===== src/rtl/ocp_reg_slave_if.sv =====
`timescale 1ns/1ps
`default_nettype none
// ============================================================================
//  Module      : ocp_reg_slave_if
//  Description : OCP-lite request/response bundle between the UART transaction
//                master and the register slave.
//                  MCmd[2:0]   master -> slave  command (0 IDLE, 1 WR, 2 RD)
//                  MAddr[7:0]  master -> slave  register address
//                  MData[7:0]  master -> slave  write data
//                  SCmdAccept  slave  -> master one-cycle accept pulse
//                  SData[7:0]  slave  -> master read data (valid with SResp)
//                  SResp[1:0]  slave  -> master 0 NULL, 1 DVA, 3 ERR
//  Revision    : 1.0  initial release
// ============================================================================
interface ocp_reg_slave_if;
    logic [2:0] MCmd;
    logic [7:0] MAddr;
    logic [7:0] MData;
    logic       SCmdAccept;
    logic [7:0] SData;
    logic [1:0] SResp;

    modport master (
        output MCmd, MAddr, MData,
        input  SCmdAccept, SData, SResp
    );

    modport slave (
        input  MCmd, MAddr, MData,
        output SCmdAccept, SData, SResp
    );
endinterface
`default_nettype wire


===== src/rtl/ocp_reg_slave.sv =====
`timescale 1ns/1ps
`default_nettype none
// ============================================================================
//  Module      : ocp_reg_slave
//  Description : OCP-lite register slave with ID, CTRL, STATUS, scratch bank
//                and a write-only mailbox FIFO drained through a valid/ready
//                byte port. One outstanding transaction, optional accept
//                wait states.
//  Ports       : clk        system clock, rising edge
//                reset      synchronous active-high reset
//                bus        OCP-lite slave modport (MCmd/MAddr/MData in,
//                           SCmdAccept/SData/SResp out)
//                out_data   mailbox head byte
//                out_valid  mailbox non-empty and CTRL[0] set
//                out_ready  downstream consumer ready
//                ctrl_out   current CTRL value (bit7 always 0)
//  Revision    : 1.0  initial release
// ============================================================================
module ocp_reg_slave #(
    parameter logic [7:0] ID_VALUE    = 8'hA5,
    parameter int         ACCEPT_WAIT = 0,
    parameter int         FIFO_DEPTH  = 8,
    parameter int         NUM_SCRATCH = 4
) (
    input  wire              clk,
    input  wire              reset,
    ocp_reg_slave_if.slave   bus,
    output logic [7:0]       out_data,
    output logic             out_valid,
    input  wire              out_ready,
    output logic [7:0]       ctrl_out
);

    localparam int         c_PW        = (FIFO_DEPTH > 1) ? $clog2(FIFO_DEPTH) : 1;
    localparam int         c_SW        = (NUM_SCRATCH > 1) ? $clog2(NUM_SCRATCH) : 1;
    localparam logic [4:0] c_DEPTH     = 5'(FIFO_DEPTH);
    localparam logic [7:0] c_SCR_BASE  = 8'h10;
    localparam logic [7:0] c_SCR_END   = 8'(16 + NUM_SCRATCH);
    localparam logic [3:0] c_WAIT_LOAD = 4'((ACCEPT_WAIT > 0) ? (ACCEPT_WAIT - 1) : 0);
    localparam logic [1:0] c_DVA       = 2'd1;
    localparam logic [1:0] c_ERR       = 2'd3;

    typedef enum logic [1:0] {
        S_IDLE   = 2'd0,
        S_WAIT   = 2'd1,
        S_ACCEPT = 2'd2,
        S_RESP   = 2'd3
    } state_t;

    state_t          r_state;
    logic [2:0]      r_cmd;
    logic [7:0]      r_addr;
    logic [7:0]      r_wdata;
    logic [3:0]      r_wait_cnt;
    logic            r_accept;
    logic [7:0]      r_sdata;
    logic [1:0]      r_sresp;
    logic [6:0]      r_ctrl;
    logic            r_ovf;
    logic [7:0]      r_scratch [NUM_SCRATCH];
    logic [7:0]      r_mem     [FIFO_DEPTH];
    logic [c_PW-1:0] r_wr_ptr;
    logic [c_PW-1:0] r_rd_ptr;
    logic [4:0]      r_count;

    logic            w_is_wr, w_is_rd, w_is_scr;
    logic            w_empty, w_full, w_pop, w_push;
    logic [c_SW-1:0] w_sidx;
    logic [7:0]      w_status;
    logic [1:0]      w_resp;
    logic [7:0]      w_rdata;
    logic            w_push_req, w_ovf_set, w_ctrl_wr, w_scr_wr;

    assign w_is_wr  = (r_cmd == 3'd1);
    assign w_is_rd  = (r_cmd == 3'd2);
    assign w_is_scr = (r_addr >= c_SCR_BASE) && (r_addr < c_SCR_END);
    assign w_sidx   = r_addr[c_SW-1:0];
    assign w_empty  = (r_count == 5'd0);
    assign w_full   = (r_count == c_DEPTH);
    assign w_status = {r_ovf, w_full, w_empty, r_count};
    assign w_pop    = out_valid && out_ready;
    assign w_push   = (r_state == S_ACCEPT) && w_push_req;

    // Decode of the latched request; only consumed while in ACCEPT.
    always_comb begin
        w_resp     = c_ERR;
        w_rdata    = 8'h00;
        w_push_req = 1'b0;
        w_ovf_set  = 1'b0;
        w_ctrl_wr  = 1'b0;
        w_scr_wr   = 1'b0;
        if (w_is_rd || w_is_wr) begin
            case (r_addr)
                8'h00: if (w_is_rd) begin
                    w_resp  = c_DVA;
                    w_rdata = ID_VALUE;
                end
                8'h01: begin
                    w_resp = c_DVA;
                    if (w_is_rd) w_rdata   = {1'b0, r_ctrl};
                    else         w_ctrl_wr = 1'b1;
                end
                8'h02: if (w_is_rd) begin
                    w_resp  = c_DVA;
                    w_rdata = w_status;
                end
                8'h03: if (w_is_wr) begin
                    // A full mailbox drops the byte even if a pop lands
                    // on the same edge.
                    if (w_full) begin
                        w_ovf_set = 1'b1;
                    end else begin
                        w_resp     = c_DVA;
                        w_push_req = 1'b1;
                    end
                end
                default: if (w_is_scr) begin
                    w_resp = c_DVA;
                    if (w_is_rd) w_rdata  = r_scratch[w_sidx];
                    else         w_scr_wr = 1'b1;
                end
            endcase
        end
    end

    // Transaction sequencer and register file.
    always_ff @(posedge clk) begin
        if (reset) begin
            r_state    <= S_IDLE;
            r_cmd      <= 3'd0;
            r_addr     <= 8'h00;
            r_wdata    <= 8'h00;
            r_wait_cnt <= 4'd0;
            r_accept   <= 1'b0;
            r_sdata    <= 8'h00;
            r_sresp    <= 2'd0;
            r_ctrl     <= 7'd0;
            r_ovf      <= 1'b0;
            for (int i = 0; i < NUM_SCRATCH; i++) r_scratch[i] <= 8'h00;
        end else begin
            case (r_state)
                S_IDLE: if (bus.MCmd != 3'd0) begin
                    r_cmd   <= bus.MCmd;
                    r_addr  <= bus.MAddr;
                    r_wdata <= bus.MData;
                    if (ACCEPT_WAIT > 0) begin
                        r_state    <= S_WAIT;
                        r_wait_cnt <= c_WAIT_LOAD;
                    end else begin
                        r_state  <= S_ACCEPT;
                        r_accept <= 1'b1;
                    end
                end
                S_WAIT: begin
                    if (r_wait_cnt == 4'd0) begin
                        r_state  <= S_ACCEPT;
                        r_accept <= 1'b1;
                    end else begin
                        r_wait_cnt <= r_wait_cnt - 4'd1;
                    end
                end
                S_ACCEPT: begin
                    r_accept <= 1'b0;
                    r_sresp  <= w_resp;
                    r_sdata  <= w_rdata;
                    r_state  <= S_RESP;
                    if (w_ctrl_wr) begin
                        r_ctrl <= r_wdata[6:0];
                        // Bit 7 is a write-1-to-clear strobe, never stored.
                        if (r_wdata[7]) r_ovf <= 1'b0;
                    end
                    if (w_ovf_set) r_ovf <= 1'b1;
                    if (w_scr_wr)  r_scratch[w_sidx] <= r_wdata;
                end
                S_RESP: begin
                    r_sresp <= 2'd0;
                    r_sdata <= 8'h00;
                    r_state <= S_IDLE;
                end
                default: r_state <= S_IDLE;
            endcase
        end
    end

    // Mailbox pointers and occupancy; pointers wrap naturally (power-of-two depth).
    always_ff @(posedge clk) begin
        if (reset) begin
            r_wr_ptr <= '0;
            r_rd_ptr <= '0;
            r_count  <= 5'd0;
        end else begin
            if (w_push) r_wr_ptr <= r_wr_ptr + 1'b1;
            if (w_pop)  r_rd_ptr <= r_rd_ptr + 1'b1;
            case ({w_push, w_pop})
                2'b10:   r_count <= r_count + 5'd1;
                2'b01:   r_count <= r_count - 5'd1;
                default: r_count <= r_count;
            endcase
        end
    end

    // Storage array carries no reset; occupancy alone defines validity.
    always_ff @(posedge clk) begin
        if (w_push) r_mem[r_wr_ptr] <= r_wdata;
    end

    assign out_valid      = r_ctrl[0] && !w_empty;
    assign out_data       = r_mem[r_rd_ptr];
    assign ctrl_out       = {1'b0, r_ctrl};
    assign bus.SCmdAccept = r_accept;
    assign bus.SData      = r_sdata;
    assign bus.SResp      = r_sresp;

endmodule
`default_nettype wire


===== src/flat_wrapper.sv =====
// flat-port wrapper written by rule: the top's interface ports become plain ports
module ocp_reg_slave_flat 
#(
    parameter logic [7:0] ID_VALUE    = 8'hA5,
    parameter int         ACCEPT_WAIT = 0,
    parameter int         FIFO_DEPTH  = 8,
    parameter int         NUM_SCRATCH = 4
)
  (clk, reset, out_data, out_valid, out_ready, ctrl_out, bus_MCmd, bus_MAddr, bus_MData, bus_SCmdAccept, bus_SData, bus_SResp);
  ocp_reg_slave_if bus_i ();
  input  wire clk;
  input  wire reset;
  output logic [7:0] out_data;
  output logic out_valid;
  input  wire out_ready;
  output logic [7:0] ctrl_out;
  input wire logic [$bits(bus_i.MCmd)-1:0] bus_MCmd;
  input wire logic [$bits(bus_i.MAddr)-1:0] bus_MAddr;
  input wire logic [$bits(bus_i.MData)-1:0] bus_MData;
  output wire logic [$bits(bus_i.SCmdAccept)-1:0] bus_SCmdAccept;
  output wire logic [$bits(bus_i.SData)-1:0] bus_SData;
  output wire logic [$bits(bus_i.SResp)-1:0] bus_SResp;
  assign bus_i.MCmd = bus_MCmd;
  assign bus_i.MAddr = bus_MAddr;
  assign bus_i.MData = bus_MData;
  assign bus_SCmdAccept = bus_i.SCmdAccept;
  assign bus_SData = bus_i.SData;
  assign bus_SResp = bus_i.SResp;
  ocp_reg_slave #(.ID_VALUE(ID_VALUE), .ACCEPT_WAIT(ACCEPT_WAIT), .FIFO_DEPTH(FIFO_DEPTH), .NUM_SCRATCH(NUM_SCRATCH)) u_core (.clk(clk), .reset(reset), .bus(bus_i), .out_data(out_data), .out_valid(out_valid), .out_ready(out_ready), .ctrl_out(ctrl_out));
endmodule

===== config.mk =====
export PLATFORM = sky130hd
export DESIGN_NAME = ocp_reg_slave_flat
export DESIGN_NICKNAME = d
export VERILOG_FILES = /design/src/rtl/ocp_reg_slave_if.sv /design/src/rtl/ocp_reg_slave.sv /design/src/flat_wrapper.sv
export SDC_FILE = /design/constraint.sdc
export NUM_CORES = 1
export LEC_CHECK = 0
export BUFFER_PORTS_ARGS = -buffer_cell sky130_fd_sc_hd__buf_2
export CORE_AREA = 5 5 132 159
export CTS_BUF_LIST = sky130_fd_sc_hd__clkbuf_8
export DETAILED_ROUTE_END_ITERATION = 6
export DIE_AREA = 0 0 137 164
export PLACE_DENSITY = 0.55
export SYNTH_ARGS = -nofsm -noshare
export SYNTH_HDL_FRONTEND = slang
export SYNTH_SLANG_ARGS = --single-unit

===== constraint.sdc =====
create_clock -name clk -period 3.4 [get_ports clk]
set_clock_uncertainty 0.2 [all_clocks]
set_input_delay 0.34 -clock clk [delete_from_list [all_inputs] [get_ports clk]]
set_output_delay 0.34 -clock clk [all_outputs]
set_load 0.05 [all_outputs]

==> metrics.md <==
| Metric | Value |
|---|---|
| Mean Syn Cell Area | `between 10 and 15 um^2` |
| Core Rows | `56` |
| Max-Slew Margin vs Limit | `0.3738` |
| Largest net degree at the start of global routing | `37` |
| Clk slew on worst S/H paths | `about 0.10 ns` |
| Die area | `22470 um^2` |
| Core area | `between 15000 and 20000 um^2` |
| CTS tree | `yes` |
| WP data required | `between 3 and 4 ns` |
| Synth Cell Area | `approximately 6600 um^2` |
| Total gr overflow | `0` |
| Initial core utilization | `0.3420` |
| CP peak stage delay | `approximately 0.59 ns` |
| Worst Setup End Kind | `register` |
| Share of layout cells above drive strength 1 | `0.2425` |
| Worst Setup Slack, final | `~0.23 ns` |
| Synth top area share | `0.4374` |
| Hold path cells | `2` |
| Crit path DAT | `between 3 and 4 ns` |
| Clock power frac | `0.368` |
| Fin Setup TNS | `0 ns` |
| Seq pwr share | `0.565` |
| Worst r2r dst | `u_core.r_count[4]` |
| Setup CP Type | `reg -> reg` |
| RR Startpoint | `u_core.r_count[4]` |
| DRC viols | `0` |
| Hold wc startpoint | `reset` |
| Via-to-Cell Ratio | `between 4 and 5` |
| HPWL Detailed | `between 10000 and 15000 um` |
| Initial antenna violation count | `0` |
| Pwr/cell area | `~480 nW/um^2` |
| Antenna Nets Post-Route | `0` |
| Vias | `about 4300` |
| EDFF count, synth | `96` |
| Lkg Pwr | `between 2 and 3 nW` |
| Global Route Usage Sum | `0.1478` |
| Status | `finished, final reports clean` |
| Yosys cell types | `56` |
| Synth area leader | `edfxtp_1` |
| Longest Clk Path Bufs | `2` |
| Clock latency on the worst-skew pair | `approximately 0.46 ns` |
| Die Width | `between 100 and 150 um` |
| Final WL | `between 15000 and 20000 um` |
| Register area share after synthesis | `0.6197` |
| Slew @ Worst Pin | `0.9342 ns` |
| Crit path cell chain | `or4_4 > o211ai_2 > inv_1 > ha_1 > xor2_1 > ha_1 > a21oi_2 > o31ai_1 > or4b_1 > nand3_1` |
| Slowest CP cell | `or4_4` |
| Fin util | `0.4041` |
| Clk sinks | `about 160` |
| Max Cap Viol | `0` |
| Die Y-Extent | `164 um` |
| Wire per inst | `roughly 18 um` |
| Seq cells post-synth | `around 160` |
| Endpoint, Worst Hold | `u_core.r_ctrl[0]` |
| Crit start category | `register` |
| Setup WS pre-CTS | `around 0.17 ns` |
| Final setup violating endpoints | `0` |
| P&R area growth vs syn | `18.15%` |
| Most frequent CP cell | `ha_1` |
| Register-to-register setup slack | `0.23 ns` |
| Final hold vios | `0` |
| H-tree depth | `4` |
| Port bufs | `48` |
| Total Power | `between 3 and 4 mW` |
| YS warnings | `0` |
| First-pass GRT wire length | `approximately 25000 um` |
| Initial drt markers | `roughly 270` |
| Power Internal | `approximately 2.7 mW` |
| RePlAce Congestion | `0.8188` |
| Fillers | `around 1800` |
| # diodes | `0` |
| Worst vdd ir | `between 200 and 250 uV` |
| Tightest Hold Check Type | `in -> reg` |
| Combinational Power Share | `0.067` |
| Pre-Repair DR Iteration Count | `4` |
| RSZ-0062 raised after global routing | `no` |
| Worst reg2reg path depth | `10` |
| Top cells by area, synth | `edfxtp_1 (44%), dfxtp_1 (18%), mux4_2 (8.2%), nand2_1 (3.0%), a21oi_1 (2.3%)` |
| Asr flop ratio synth | `0` |
| Fmax | `around 320 MHz` |
| Fin crit period | `between 3 and 4 ns` |
| Syn nets | `540` |
| Sw frac | `0.2732` |
| # nets final | `~620` |
| Synth Instances | `roughly 510` |
| Ports | `50` |
| Vias in the first global route | `roughly 4500` |
| Clock buffer count from CTS | `17` |
| Worst Path Max Fanout | `9` |
| Primary FF master, synth | `edfxtp_1` |
| NetSw | `a little over 1 mW` |
| Final-report max-slew violation count | `0` |
| Clock root buffer master | `clkbuf_8` |
| Fin crit share | `0.9332` |
==> power groups by stage <==
stage               Combinational, mW  Clock (mW)  Sequential [mW]
floorplan                       0.148           0             2.13
global route                    0.274        1.49             2.11
finish                          0.249        1.37             2.10
CTS                             0.251        1.40             2.10
global placement                0.230           0             2.14
detailed placement              0.233           0             2.15
==> cell usage in the layout, fill, tap and decap left out, types with 9 or more instances in the layout <==
| cell type | instances |
|---|---|
| edfxtp_1 | 96 |
| dfxtp_1 | 60 |
| nand2_1 | 53 |
| buf_2 | 48 |
| nor2_1 | 33 |
| a21oi_1 | 29 |
| mux4_2 | 24 |
| buf_4 | 23 |
| dlygate4sd3_1 | 19 |
| and2_1 | 18 |
| and3_1 | 17 |
| clkbuf_8 | 17 |
| inv_1 | 12 |
| mux2i_1 | 10 |
| mux2_2 | 9 |
| nand2b_1 | 9 |
==> worst max-delay path, delay by kind of cell (launching register included) <==
kind,cells,cell delay (ns)
simple gates,3,1.20
fa+ha+maj,2,0.54
buf+inv,1,0.09
xor+xnor,1,0.19
compound gates,3,0.52
flops,1,0.38
==> stage by stage <==
step	cell area (um^2)	hold WS (ns)	cells
3_5_place_dp	7189	0.2515	812
2_1_floorplan	6590	0.2491	512
4_1_cts	7782	0.07454	863
3_3_place_gp	7189	0.2411	812
5_1_grt	7786	0.1043	863
6_report	7786	0.08624	863
==> timing repair <==
item	in CTS	in global routing
resized for setup	0	1
setup buffers	0	0
endpoints found under the hold margin	21	0
endpoints found under the setup margin	0	1
hold buffers	19	0
==> cells by family after synthesis <==
kind of cell    Yosys count  share of synthesized area
compound gates           72                    0.06930
xor+xnor                 10                    0.01329
simple gates            176                     0.1416
mux                      44                     0.1143
flops                   156                     0.6197
buf+inv                  47                    0.02981
fa+ha+maj                 6                    0.01139
other cells               1                  0.0005690
==> sequential cells by signal (all words and copies together), names as in the netlist, named ones only <==
name / count
u_core.bus.SCmdAccept: 1
u_core.bus.SData: 8
u_core.bus.SResp: 2
u_core.r_addr: 8
u_core.r_cmd: 3
u_core.r_count: 5
u_core.r_ctrl: 7
u_core.r_mem: 64
u_core.r_ovf: 1
u_core.r_rd_ptr: 3
u_core.r_scratch: 32
u_core.r_state: 2
u_core.r_wait_cnt: 4
u_core.r_wdata: 8
u_core.r_wr_ptr: 3
==> per-layer routing <==
metal | track usage | part of all wire | vias to the layer above
li1 | - | - | 2054
met1 | 0.1819 | 0.42 | 2142
met2 | 0.2595 | 0.53 | 80
met3 | 0.02788 | 0.029 | 21
met4 | 0.04900 | 0.018 | 0
met5 | 0 | 0 | -
==> worst max-delay path by stage <==
stage                            startpoint                end  slack [ns]  cells after the start
after floorplan           u_core.r_count[1]  u_core.r_count[4]        0.31                     12
after global placement    u_core.r_count[4]  u_core.r_count[4]        0.27                     10
after detailed placement  u_core.r_count[0]  u_core.r_count[4]        0.17                     10
after CTS                 u_core.r_count[4]  u_core.r_count[4]        0.14                     10
after global routing      u_core.r_count[4]  u_core.r_count[4]        0.08                     10
final                     u_core.r_count[4]  u_core.r_count[4]        0.23                     10
==> cell type report <==
cell class	instances	area, um^2	area share
flip-flops and latches	156	4084	0.5245
multi-input cells	309	2313	0.2971
repair buffers	90	603.1	0.07745
well taps	261	326.6	0.04194
clock buffers	17	234.0	0.03005
clock inverters	15	168.9	0.02169
inverters	15	56.30	0.007231
==> synth_stat cells, types with 3 or more instances <==
library cell  instances
clkbuf_1             17
o21ai_0               3
edfxtp_1             96
a221oi_1              7
or3_1                 4
a21oi_1              30
nor3_1                8
nand3_1               5
mux2i_1              10
nand2b_1              9
dfxtp_1              60
and2_1               18
ha_1                  6
mux4_2               24
and3_1               17
buf_1                 6
mux2_2                9
nor2_1               33
nor2b_1               7
o21ai_1               8
buf_2                 7
inv_1                12
nand4_1               3
o31ai_1               8
nand2_1              53
a211oi_1              4
xor2_1                8
Note: power is estimated with default switching activity, not from simulation.
